--- config.mk ---
export PLATFORM = sky130hd
export DESIGN_NAME = debug_cmd_master
export DESIGN_NICKNAME = d
export VERILOG_FILES = /design/src/rtl/debug_cmd_master.sv
export SDC_FILE = /design/constraint.sdc
export NUM_CORES = 1
export LEC_CHECK = 0
export BUFFER_PORTS_ARGS = -buffer_cell sky130_fd_sc_hd__buf_2
export CORE_ASPECT_RATIO = 0.7
export CORE_UTILIZATION = 50
export DETAILED_ROUTE_END_ITERATION = 6
export GPL_TIMING_DRIVEN = 1
export PLACE_DENSITY = 0.77
export SYNTH_ARGS = -nofsm -noshare
export SYNTH_HDL_FRONTEND = slang
export SYNTH_SLANG_ARGS = --single-unit
--- constraint.sdc ---
create_clock -name clk -period 2.4 [get_ports clk]
set_input_delay 0.48 -clock clk [delete_from_list [all_inputs] [get_ports clk]]
set_output_delay 0.48 -clock clk [all_outputs]
set_load 0.02 [all_outputs]
--- src/rtl/debug_cmd_master.sv ---
// rtl/debug_cmd_master.sv - UART byte stream to debug bus register access master
//
// Purpose:
//   Decodes read frames (01, addr) and write frames (02, addr, dlo, dhi)
//   from the debug UART receiver. Each frame becomes one 16-bit access on
//   the debug bus. The block then answers the UART transmitter with a
//   status byte, followed by the read data for a successful read.
//
// Ports:
//   clk, rst_n         system clock, asynchronous active-low reset
//   rx_data, rx_valid  received byte, one-cycle valid pulse
//   tx_data, tx_valid  byte to transmit, held until tx_ready
//   tx_ready           transmitter accepts on tx_valid && tx_ready
//   dbg_a, dbg_di      bus address and write data (registered, stable during strobe)
//   dbg_do             bus read data
//   dbg_we, dbg_rd     write / read strobes (mutually exclusive)
//   dbg_ready          access complete (may depend combinationally on the strobes)
//   busy               high whenever the FSM is not idle
//   rx_drop            one-cycle pulse when a byte arrives while on the bus or responding

module debug_cmd_master #(
    parameter int         BUS_TIMEOUT = 256,
    parameter int         RX_TIMEOUT  = 50000,
    parameter logic [7:0] ACK_BYTE    = 8'h06,
    parameter logic [7:0] NAK_BYTE    = 8'h15
) (
    input  logic        clk,
    input  logic        rst_n,
    input  logic [7:0]  rx_data,
    input  logic        rx_valid,
    output logic [7:0]  tx_data,
    output logic        tx_valid,
    input  logic        tx_ready,
    output logic [7:0]  dbg_a,
    output logic [15:0] dbg_di,
    input  logic [15:0] dbg_do,
    output logic        dbg_we,
    output logic        dbg_rd,
    input  logic        dbg_ready,
    output logic        busy,
    output logic        rx_drop
);

    localparam int BCW = (BUS_TIMEOUT > 1) ? $clog2(BUS_TIMEOUT) : 1;
    localparam int RCW = (RX_TIMEOUT > 1) ? $clog2(RX_TIMEOUT) : 1;
    localparam logic [BCW-1:0] BUS_LAST = BCW'(BUS_TIMEOUT - 1);
    localparam logic [RCW-1:0] RX_LAST  = RCW'(RX_TIMEOUT - 1);

    localparam logic [7:0] OP_READ  = 8'h01;
    localparam logic [7:0] OP_WRITE = 8'h02;

    typedef enum logic [2:0] {
        S_IDLE,
        S_GET_ADDR,
        S_GET_DLO,
        S_GET_DHI,
        S_BUS,
        S_RESP_STAT,
        S_RESP_LO,
        S_RESP_HI
    } state_t;

    state_t         r_state;
    state_t         w_state_next;

    logic           r_op_wr;     // 1 = write frame, 0 = read frame
    logic           r_ok;        // status of the last access: ACK when set, NAK otherwise
    logic [7:0]     r_addr;
    logic [15:0]    r_wdata;
    logic [15:0]    r_rdata;
    logic [BCW-1:0] r_bus_cnt;
    logic [RCW-1:0] r_rx_cnt;

    logic           w_in_get;
    logic           w_in_bus;
    logic           w_in_resp;
    logic           w_rx_to;
    logic           w_bus_to;
    logic           w_tx_fire;

    always_comb begin
        w_in_get  = (r_state == S_GET_ADDR) || (r_state == S_GET_DLO) || (r_state == S_GET_DHI);
        w_in_bus  = (r_state == S_BUS);
        w_in_resp = (r_state == S_RESP_STAT) || (r_state == S_RESP_LO) || (r_state == S_RESP_HI);
        w_rx_to   = w_in_get && !rx_valid && (r_rx_cnt == RX_LAST);
        // dbg_ready wins over the timeout on the final allowed cycle.
        w_bus_to  = w_in_bus && !dbg_ready && (r_bus_cnt == BUS_LAST);
        w_tx_fire = w_in_resp && tx_ready;
    end

    // Next-state logic
    always_comb begin
        w_state_next = r_state;
        case (r_state)
            S_IDLE: begin
                if (rx_valid) begin
                    if ((rx_data == OP_READ) || (rx_data == OP_WRITE)) begin
                        w_state_next = S_GET_ADDR;
                    end else begin
                        w_state_next = S_RESP_STAT;
                    end
                end
            end
            S_GET_ADDR: begin
                if (rx_valid) begin
                    w_state_next = r_op_wr ? S_GET_DLO : S_BUS;
                end else if (w_rx_to) begin
                    w_state_next = S_IDLE;
                end
            end
            S_GET_DLO: begin
                if (rx_valid) begin
                    w_state_next = S_GET_DHI;
                end else if (w_rx_to) begin
                    w_state_next = S_IDLE;
                end
            end
            S_GET_DHI: begin
                if (rx_valid) begin
                    w_state_next = S_BUS;
                end else if (w_rx_to) begin
                    w_state_next = S_IDLE;
                end
            end
            S_BUS: begin
                if (dbg_ready || w_bus_to) begin
                    w_state_next = S_RESP_STAT;
                end
            end
            S_RESP_STAT: begin
                if (w_tx_fire) begin
                    w_state_next = (r_ok && !r_op_wr) ? S_RESP_LO : S_IDLE;
                end
            end
            S_RESP_LO: begin
                if (w_tx_fire) begin
                    w_state_next = S_RESP_HI;
                end
            end
            S_RESP_HI: begin
                if (w_tx_fire) begin
                    w_state_next = S_IDLE;
                end
            end
            default: w_state_next = S_IDLE;
        endcase
    end

    // Outputs decode straight from the state so the asynchronous reset
    // drops strobes and tx_valid without waiting for a clock edge.
    always_comb begin
        dbg_rd   = w_in_bus && !r_op_wr;
        dbg_we   = w_in_bus && r_op_wr;
        dbg_a    = r_addr;
        dbg_di   = r_wdata;
        busy     = (r_state != S_IDLE);
        rx_drop  = rx_valid && (w_in_bus || w_in_resp);
        tx_valid = w_in_resp;
        tx_data  = 8'h00;
        case (r_state)
            S_RESP_STAT: tx_data = r_ok ? ACK_BYTE : NAK_BYTE;
            S_RESP_LO:   tx_data = r_rdata[7:0];
            S_RESP_HI:   tx_data = r_rdata[15:8];
            default:     tx_data = 8'h00;
        endcase
    end

    always_ff @(posedge clk or negedge rst_n) begin
        if (!rst_n) begin
            r_state <= S_IDLE;
        end else begin
            r_state <= w_state_next;
        end
    end

    // Frame capture, bus result capture and timeout counters
    always_ff @(posedge clk or negedge rst_n) begin
        if (!rst_n) begin
            r_op_wr   <= 1'b0;
            r_ok      <= 1'b0;
            r_addr    <= 8'h00;
            r_wdata   <= 16'h0000;
            r_rdata   <= 16'h0000;
            r_bus_cnt <= '0;
            r_rx_cnt  <= '0;
        end else begin
            case (r_state)
                S_IDLE: begin
                    if (rx_valid) begin
                        if ((rx_data == OP_READ) || (rx_data == OP_WRITE)) begin
                            r_op_wr <= (rx_data == OP_WRITE);
                        end else begin
                            r_op_wr <= 1'b0;
                            r_ok    <= 1'b0;
                        end
                    end
                end
                S_GET_ADDR: if (rx_valid) r_addr        <= rx_data;
                S_GET_DLO:  if (rx_valid) r_wdata[7:0]  <= rx_data;
                S_GET_DHI:  if (rx_valid) r_wdata[15:8] <= rx_data;
                S_BUS: begin
                    if (dbg_ready) begin
                        r_ok <= 1'b1;
                        if (!r_op_wr) begin
                            r_rdata <= dbg_do;
                        end
                    end else if (w_bus_to) begin
                        r_ok <= 1'b0;
                    end
                end
                default: ;
            endcase

            if (w_in_bus && (w_state_next == S_BUS)) begin
                r_bus_cnt <= r_bus_cnt + 1'b1;
            end else begin
                r_bus_cnt <= '0;
            end

            // Any accepted byte restarts the inter-byte window.
            if (w_in_get && !rx_valid && !w_rx_to) begin
                r_rx_cnt <= r_rx_cnt + 1'b1;
            end else begin
                r_rx_cnt <= '0;
            end
        end
    end

endmodule

# Word-level counts from Yosys, hierarchy flattened
# Index checks and enable logic that the tools add are counted.
totals:
  word_cells: 81
  ff_bits: 69
classes:
  eq_ne: 15
  muxes: 23
  reduce_logical: 31
  add_sub_neg: 2
  n_bitwise: 1
op_table:
  columns: ["cell", "count"]
  rows:
  - ["two-way mux 3 bit", 12]
  - ["case mux 3 bit (8 select lines)", 1]
  - ["case mux 8 bit (3 select lines)", 1]
  - ["adder 16 x 1 -> 16 bit, second input constant", 1]
  - ["== test 16 bit, second input constant", 1]
  - ["two-way mux 16 bit", 1]
  - ["== test 3 bit, second input constant", 5]
  - ["logical AND 1 bit", 11]
  - ["adder 8 x 1 -> 8 bit, second input constant", 1]
  - ["== test 8 x 1 -> 1 bit, second input constant", 1]
  - ["== test 8 x 2 -> 1 bit, second input constant", 1]
  - ["== test 8 bit, second input constant", 1]
  - ["two-way mux 8 bit", 1]
  - ["AND reduction 2 bit", 4]
  - ["logical OR 1 bit", 7]
  - ["== test 3 x 2 -> 1 bit, second input constant", 2]
  - ["two-way mux 1 bit", 5]
  - ["two-way mux 5 bit", 1]
  - ["logical NOT 1 bit", 4]
  - ["!= test 2 bit, second input constant", 2]
  - ["AND reduction 4 bit", 1]
  - ["== test 3 x 1 -> 1 bit, second input constant", 1]
  - ["logical NOT 3 bit", 1]
  - ["!= test 3 x 2 -> 1 bit, second input constant", 1]
  - ["5 further kinds", 5]

# Logic depth before layout (Yosys ltp)
# Gate-level depths: netlist of the first run.
depth:
  depth_word: 11
  depth_mapped: 6

# Worst setup path after synthesis of the first run
# No wires, ideal clock.
synth_path:
  path_kind: "register to output"
  startpoint: "register r_state[0]"
  endpoint: "output port tx_data[0]"
  path_slack_ps: 452
  required_time_ps: 1920
  arrival_time_ps: 1468
  n_path_buf: 2
  path_stages_with_launch: 6
  cell_sequence: "dfrtp_1 clkbuf_1 buf_1 mux2i_1 nor2_1 o21a_1"
synth_via:
  elab_chain_len: 2
  word_cells_on_any_way: 4
  classes_between: "eq/ne: 3; mux: 1"
synth_lines:
  columns: ["element", "line_no", "rtl"]
  rows:
  - ["from (decl)", "63", "state_t r_state;"]
  - ["from (signal assigned)", "172", "r_state <= w_state_next;"]
  - ["== test 3 bit", "160", "case (r_state)"]
  - ["case mux 8 bit (3 select lines) (*)", "160", null]
  - ["to (decl)", "31", "output logic [7:0] tx_data,"]
# Every way passes the cells marked *; elsewhere a longest branch is shown, timed or not.

# Worst setup path after layout of the first run
layout_path:
  startpoint: "register r_state[1]"
  endpoint: "output port tx_data[2]"
# The elaborated chain is that of the path after synthesis.

==> tab_implementation.tex, run 1 <==
\begin{tabular}{lr}
\hline
Metric & Value \\
\hline
\multicolumn{2}{l}{\textbf{Clocking}} \\
Max H-tree Level & 3 \\
Root Buffer & sky130\_fd\_sc\_hd\_\_clkbuf\_8 \\
Clock tree from TritonCTS & built \\
Insertion delay of the later-clocked pin in the worst-skew pair & 0.36 ns \\
Hold-fix buffer count after cts & 0 \\
Maximum root-to-sink buffer count & 2 \\
Sink Count & 69 \\
Clock-pin transition on the worst setup and hold timing paths & 0.09 ns \\
CTS buffer count & 9 \\
\multicolumn{2}{l}{\textbf{Timing}} \\
Post-layout min period & 2.18 ns \\
Worst slew margin relative to its limit & 0.546 \\
Maximum frequency from static timing analysis & 459 MHz \\
Actual transition at the worst max-transition pin & 0.680 ns \\
Fin. max-slew vios & 0 \\
Unrepaired setup endpoints after global routing & no \\
Final Hold Violating Endpoints & 0 \\
Setup Total Neg Slack & 0 ns \\
Worst clock skew on the final layout & 0.0144 ns \\
Post-route clock period utilization & 0.908 \\
Final setup violation count & 0 \\
\multicolumn{2}{l}{\textbf{Routing}} \\
First-pass DRT Iterations & 4 \\
Vias post-DR & 2436 \\
Count of antenna-violating nets left after detailed routing & 0 \\
Via-to-Cell Ratio & 5.51 \\
Remaining DRCs & 0 \\
Average routed wire per standard cell & 15.2 um \\
Initial drt markers & 94 \\
Post-detailed-routing wire length & 6710 um \\
\multicolumn{2}{l}{\textbf{Floorplanning}} \\
Effective utilization at floorplan & 0.521 \\
Horizontal die dimension & 98.6 um \\
Core Region & 0.00628 mm\^{}2 \\
Die area & 0.00687 mm\^{}2 \\
Core Rows & 24 \\
Vertical extent of the die & 69.6 um \\
Top-level port count & 66 \\
\multicolumn{2}{l}{\textbf{Power and ir drop}} \\
Internal power & 2.66 mW \\
PwrDens & 1130 mW/mm\^{}2 \\
Switching power & 1.73 mW \\
IR drop worst, VDD & 0.000775 V \\
Net switching share of the total power & 0.395 \\
Post-layout power & 4.39 mW \\
Part of the total power dissipated in the clock network & 0.202 \\
Part of the total power dissipated in sequential elements & 0.416 \\
Share of power burned in combinational logic & 0.383 \\
Static Leak & 1.75 nW \\
\multicolumn{2}{l}{\textbf{Logic synthesis}} \\
Top area cells in the synthesized netlist & sky130\_fd\_sc\_hd\_\_dfrtp\_1 (53\%), sky130\_fd\_sc\_hd\_\_mux2\_1 (10\%), sky130\_fd\_sc\_hd\_\_mux2\_2 (3.4\%) \\
Area share of the largest cell type after synthesis & 0.528 \\
Mapped Nets & 319 \\
Netlist Area Pre-Place & 0.00327 mm\^{}2 \\
Dominant cell type by area after synthesis & sky130\_fd\_sc\_hd\_\_dfrtp\_1 \\
Count of state elements after synthesis & 69 \\
Yosys warning count & 0 \\
Syn Area/Cell & 11.3 um\^{}2 \\
Count of different cell masters after synthesis & 46 \\
Sequential-to-total area share from yosys stat & 0.528 \\
Synthesized instance count & 288 \\
\multicolumn{2}{l}{\textbf{Layout}} \\
Nets & 390 \\
Top library cells by usage in the layout, fill and taps aside & sky130\_fd\_sc\_hd\_\_dfrtp\_1 (68), sky130\_fd\_sc\_hd\_\_buf\_2 (65), sky130\_fd\_sc\_hd\_\_mux2\_1 (29) \\
Sequential cell area & 0.00173 mm\^{}2 \\
Area growth from synthesis to final layout & 18.5\% \\
Fillers & 487 \\
Commonest non-fill, non-tap cell in the layout & sky130\_fd\_sc\_hd\_\_dfrtp\_1 \\
N\_diodes & 0 \\
Share of layout cells above drive strength 1 & 0.313 \\
Combined area of the multi-input logic cells & 0.00146 mm\^{}2 \\
\multicolumn{2}{l}{\textbf{Setup path}} \\
Cell type of the slowest stage on the worst timing path & sky130\_fd\_sc\_hd\_\_dfrtp\_1 \\
CP required & 1.92 ns \\
Most common cell on crit path & sky130\_fd\_sc\_hd\_\_o21ai\_0 \\
Category of the most critical setup path & flop to primary output \\
Launching element type of the critical path & flop \\
Cell-by-cell trace of the critical path & inv\_2 -> o21ai\_0 -> o21ai\_0 -> and2\_1 -> buf\_2 \\
Dominant delay contributor by cell family on the critical path & flip-flops \\
Worst Path Max Fanout & 11 \\
Arrival time of data at the critical path endpoint & 1.70 ns \\
Peak per-stage delay on the critical path & 0.61 ns \\
Crit path buffers/inverters & 2 \\
Element type at the critical path end & primary output \\
\multicolumn{2}{l}{\textbf{Global route}} \\
Total congestion overflow & 0 \\
Global-route wire length before repair & 11200 um \\
Global router's overall resource usage & 0.213 \\
Maximum number of pins on one net before global-route repair & 40 \\
Initial antenna violation count & 0 \\
Via count of the first global-routing pass & 2362 \\
\multicolumn{2}{l}{\textbf{Run}} \\
Maximum Capacitance Violations & 0 \\
\multicolumn{2}{l}{\textbf{Run status}} \\
Result of the run & finished clean \\
\multicolumn{2}{l}{\textbf{Placed design}} \\
Global placement routability congestion & 0.865 \\
Count of input and output buffers & 65 \\
Detailed placement HPWL & 4860 um \\
\multicolumn{2}{l}{\textbf{Worst hold path}} \\
HP Class & input port to asynchronous set/reset pin \\
\hline
\end{tabular}
-- cells in the mapped netlist (all sizes together) --
master / number
a211oi: 1
or4b: 1
o2111ai: 1
nand4: 8
o41ai: 1
o31ai: 1
nor2: 35
or4bb: 2
and3: 5
or3b: 1
xnor2: 9
a21oi: 6
o22ai: 1
mux2i: 8
nor4: 5
ha: 2
xor2: 10
or3: 2
nand2: 19
and2: 3
nand3: 12
a2bb2oi: 1
nor3: 7
inv: 5
nand2b: 2
or4: 2
dfrtp: 69
or2: 1
clkbuf: 7
buf: 4
nor2b: 3
a31oi: 1
and4: 3
mux2: 39
o21ai: 9
o21a: 2
-- final timing paths --
| kind | from | to | slack [ns] | cells past startpoint |
|---|---|---|---|---|
| worst max-delay path | r_state[1]$_DFF_PN0_ | tx_data[2] | 0.22 | 5 |
| worst min-delay path | rst_n | r_rdata[15]$_DFFE_PN0P_ | 0.16 | 1 |
| worst max register to register | r_rx_cnt[7]$_DFF_PN0_ | r_state[0]$_DFF_PN0_ | 0.35 | 4 |
| max in group asynchronous | rst_n | r_state[0]$_DFF_PN0_ | 1.58 | 2 |
| min in group clk | dbg_do[6] | r_rdata[6]$_DFFE_PN0P_ | 0.33 | 2 |
| worst min register to register | r_rx_cnt[0]$_DFF_PN0_ | r_rx_cnt[0]$_DFF_PN0_ | 0.46 | 1 |
-- metal layers --
metal / share of wire / GRT usage
met5: 0 / 0
met4: 0.014 / 0.0879
met3: 0.069 / 0.0766
met2: 0.44 / 0.314
met1: 0.47 / 0.287
-- worst reg2reg max path: cells and delay by family (launching register included) --
family           cells  cell delay (ns)
AO/OA/AOI/OAI        1             0.13
AND/OR/NAND/NOR      3             1.34
flip-flops           1             0.43
-- cell type report --
cell class,count,area share
clock buffers,10,0.0355
flip-flops and latches,69,0.446
multi-input cells,203,0.378
inverters,5,0.00484
clock inverters,6,0.0120
well taps,78,0.0252
repair buffers,71,0.0988
-- sequential cells by signal (all words and copies together), names as in the netlist --
| register | flops |
|---|---|
| r_bus_cnt | 8 |
| r_rx_cnt | 16 |
| r_ok | 1 |
| dbg_di | 16 |
| r_rdata | 16 |
| dbg_a | 8 |
| r_op_wr | 1 |
| r_state | 3 |
-- power groups by stage --
stage | Clock [mW] | Combinational [mW] | Sequential [mW]
5_1_grt | 0.950 | 1.82 | 1.88
6_report | 0.885 | 1.68 | 1.82
2_1_floorplan | 0 | 1.00 | 1.97
3_5_place_dp | 0 | 1.69 | 1.84
3_3_place_gp | 0 | 1.65 | 1.83
4_1_cts | 0.902 | 1.69 | 1.82
-- stage by stage --
stage	cells	setup slack [ns]	hold slack, ns	cell area, um^2	utilization
3_5_place_dp	426	0.359	0.463	3690	0.587
2_1_floorplan	288	0.452	0.184	3270	-
6_report	442	0.220	0.158	3870	0.617
5_1_grt	442	0.0447	0.193	3870	0.617
3_3_place_gp	426	0.415	0.459	3690	0.587
4_1_cts	442	0.0666	0.173	3870	0.617
-- repair_timing --
item | 4_1_cts | 5_1_grt
gates resized for setup | 0 | 2
endpoints found under the setup margin | 0 | 2
setup buffers | 0 | 0
-- kinds of logic after synthesis --
family                     synth area share
and+or+nand+nor                       0.185
buffers and inverters                0.0249
DFF                                   0.528
muxes                                 0.159
AOI/OAI and AO/OA                    0.0440
xor gates and xnor gates             0.0509
adders and majority gates           0.00766
No activity file was read; power rests on OpenSTA's default activity.
==> run 2: changes to the inputs <==
--- a/config.mk
+++ b/config.mk
@@ -8,8 +8,9 @@
 export BUFFER_PORTS_ARGS = -buffer_cell sky130_fd_sc_hd__buf_2
 export CORE_ASPECT_RATIO = 0.7
-export CORE_UTILIZATION = 50
+export CORE_UTILIZATION = 55
 export DETAILED_ROUTE_END_ITERATION = 6
 export GPL_TIMING_DRIVEN = 1
-export PLACE_DENSITY = 0.77
+export MAX_ROUTING_LAYER = met4
+export PLACE_DENSITY = 0.83
 export SYNTH_ARGS = -nofsm -noshare
 export SYNTH_HDL_FRONTEND = slang
==> constraint.sdc (replaced) <==
create_clock -name clk -period 2.4 [get_ports clk]
set_input_delay 0.48 -clock clk [delete_from_list [all_inputs] [get_ports clk]]
set_output_delay 0.48 -clock clk [all_outputs]
set_load 0.005 [all_outputs]
==> run 2 against run 1 <==
  * Routed wire length is 1.4% higher
  * Clock power up 33%
  * Sequential power about the same
  * First-iteration DRC count grew 110%
  * Final cell count shrank 0.45%
  * Register-to-register slack gained 0.02 ns
  * Clock skew fell by 0.0067 ns
  * Count of clock-buffer cells in the layout increased by 1
  * Via count shrank 0.33%
  * Maximum frequency rose by 2.3%
  * Design area is 1.6% higher
  * Critical path type unchanged
==> tab_implementation.tex, run 2 (same netlist as run 1, synthesis figures left out) <==
\begin{tabular}{lr}
\hline
Metric & Value \\
\hline
\multicolumn{2}{l}{\textbf{Routing}} \\
Average routed wire per standard cell & 15.5 um \\
First-pass DRT Iterations & 4 \\
Via-to-Cell Ratio & 5.52 \\
Initial drt markers & 194 \\
Vias post-DR & 2428 \\
Post-detailed-routing wire length & 6800 um \\
Count of antenna-violating nets left after detailed routing & 0 \\
Remaining DRCs & 0 \\
\multicolumn{2}{l}{\textbf{Clocking}} \\
Clock tree from TritonCTS & built \\
Root Buffer & sky130\_fd\_sc\_hd\_\_clkbuf\_8 \\
Clock-pin transition on the worst setup and hold timing paths & 0.07 ns \\
Sink Count & 69 \\
Maximum root-to-sink buffer count & 2 \\
Insertion delay of the later-clocked pin in the worst-skew pair & 0.34 ns \\
Setup repair bufs after CTS & 0 \\
Max H-tree Level & 3 \\
CTS buffer count & 9 \\
\multicolumn{2}{l}{\textbf{Setup path}} \\
Arrival time of data at the critical path endpoint & 1.65 ns \\
Launch point of the worst reg-to-reg path & r\_rx\_cnt[10]\$\_DFF\_PN0\_ \\
Element type at the critical path end & primary output \\
Launching element type of the critical path & flop \\
Cell-by-cell trace of the critical path & inv\_2 -> o21ai\_0 -> o21ai\_0 -> and2\_1 -> buf\_2 \\
Reg2Reg Setup Slack & 0.37 ns \\
CP required & 1.92 ns \\
Most common cell on crit path & sky130\_fd\_sc\_hd\_\_o21ai\_0 \\
Cell type of the slowest stage on the worst timing path & sky130\_fd\_sc\_hd\_\_dfrtp\_1 \\
Number of cells on the worst reg-to-reg path & 4 \\
Worst Path Max Fanout & 11 \\
Worst flop-to-flop path endpoint & r\_state[0]\$\_DFF\_PN0\_ \\
Category of the most critical setup path & flop to primary output \\
Peak per-stage delay on the critical path & 0.60 ns \\
\multicolumn{2}{l}{\textbf{Power and ir drop}} \\
IR drop worst, VDD & 0.000763 V \\
PwrDens & 1100 mW/mm\^{}2 \\
Post-layout power & 4.34 mW \\
Static Leak & 1.79 nW \\
\multicolumn{2}{l}{\textbf{Floorplanning}} \\
Core Rows & 23 \\
Core Region & 0.00573 mm\^{}2 \\
Horizontal die dimension & 94.1 um \\
Vertical extent of the die & 66.5 um \\
Top-level port count & 66 \\
Effective utilization at floorplan & 0.571 \\
Die area & 0.00626 mm\^{}2 \\
\multicolumn{2}{l}{\textbf{Placed design}} \\
Global placement routability congestion & 0.904 \\
Inst Count DP & 424 \\
Count of input and output buffers & 65 \\
Detailed placement HPWL & 4820 um \\
\multicolumn{2}{l}{\textbf{Timing}} \\
Post-layout min period & 2.13 ns \\
Unrepaired setup endpoints after global routing & no \\
Post-route clock period utilization & 0.888 \\
Final setup violation count & 0 \\
Actual transition at the worst max-transition pin & 0.564 ns \\
Final Hold Violating Endpoints & 0 \\
Setup Total Neg Slack & 0 ns \\
Worst slew margin relative to its limit & 0.624 \\
Maximum frequency from static timing analysis & 469 MHz \\
Fin. max-slew vios & 0 \\
Worst clock skew on the final layout & 0.00769 ns \\
\multicolumn{2}{l}{\textbf{Worst hold path}} \\
HP Class & input port to asynchronous set/reset pin \\
\multicolumn{2}{l}{\textbf{Layout}} \\
Top library cells by usage in the layout, fill and taps aside & sky130\_fd\_sc\_hd\_\_dfrtp\_1 (69), sky130\_fd\_sc\_hd\_\_buf\_2 (65), sky130\_fd\_sc\_hd\_\_mux2\_1 (29) \\
Share of layout cells above drive strength 1 & 0.312 \\
N\_diodes & 0 \\
Nets & 391 \\
Fillers & 423 \\
Commonest non-fill, non-tap cell in the layout & sky130\_fd\_sc\_hd\_\_dfrtp\_1 \\
Post-layout instance count excluding filler cells & 440 \\
Area growth from synthesis to final layout & 20.5\% \\
\multicolumn{2}{l}{\textbf{Run status}} \\
Result of the run & finished clean \\
\multicolumn{2}{l}{\textbf{Global route}} \\
Maximum number of pins on one net before global-route repair & 27 \\
Global router's overall resource usage & 0.253 \\
Total congestion overflow & 0 \\
Global-route wire length before repair & 11500 um \\
Initial antenna violation count & 0 \\
Via count of the first global-routing pass & 2336 \\
\multicolumn{2}{l}{\textbf{Run}} \\
Maximum Capacitance Violations & 0 \\
\hline
\end{tabular}
-- run 2: cell type report --
type | count | area [um^2] | share of cell area
flip-flops and latches | 69 | 1730 | 0.439
clock inverters | 5 | 106 | 0.0270
inverters | 5 | 18.8 | 0.00477
clock buffers | 11 | 151 | 0.0384
multi-input cells | 203 | 1460 | 0.371
well taps | 75 | 93.8 | 0.0238
repair buffers | 72 | 378 | 0.0960
-- run 2: critical path, delay by kind of cell (launching register included) --
family                 cells  cell delay, ns
flip-flops                 1            0.60
buffers and inverters      2            0.27
AO/OA/AOI/OAI              2            0.27
AND/OR/NAND/NOR            1            0.16
-- run 2: routing by layer --
| metal | wire (um) | GRT usage |
|---|---|---|
| met3 | 391 | 0.0879 |
| met4 | 33 | 0.0481 |
| met5 | 0 | - |
| met1 | 3270 | 0.350 |
| met2 | 3100 | 0.365 |
-- run 2: worst max-delay path by stage --
| stage | slack (ns) | startpoint | end |
|---|---|---|---|
| after global placement | 0.42 | r_rx_cnt[7]$_DFF_PN0_ | r_state[0]$_DFF_PN0_ |
| after CTS | 0.14 | r_state[1]$_DFF_PN0_ | dbg_rd |
| after detailed placement | 0.37 | r_rx_cnt[7]$_DFF_PN0_ | r_state[0]$_DFF_PN0_ |
| after floorplan | 0.52 | r_state[0]$_DFF_PN0_ | tx_data[0] |
| after global routing | 0.1 | r_state[1]$_DFF_PN0_ | tx_data[2] |
| final | 0.27 | r_state[1]$_DFF_PN0_ | tx_data[2] |
-- run 2: through the flow --
stage / hold WS [ns] / worst slack (ns) / instance area, um^2 / util
3_3_place_gp: 0.458 / 0.417 / 3680 / 0.642
5_1_grt: 0.157 / 0.0965 / 3940 / 0.688
2_1_floorplan: 0.184 / 0.516 / 3270 / -
4_1_cts: 0.128 / 0.142 / 3940 / 0.687
6_report: 0.124 / 0.268 / 3940 / 0.688
3_5_place_dp: 0.463 / 0.375 / 3680 / 0.642
-- run 2: what timing repair did --
action                                  in CTS  in global routing
hold buffers                                 0                  0
endpoints found under the setup margin       0                  1
endpoints found under the hold margin        0                  0
resized for setup                            0                  1
-- run 2: report_power, final --
| group | switching (mW) | total (mW) | internal [mW] |
|---|---|---|---|
| logic | 0.657 | 1.34 | 0.684 |
| clock network | 0.433 | 1.18 | 0.749 |
| registers | 0.267 | 1.81 | 1.55 |
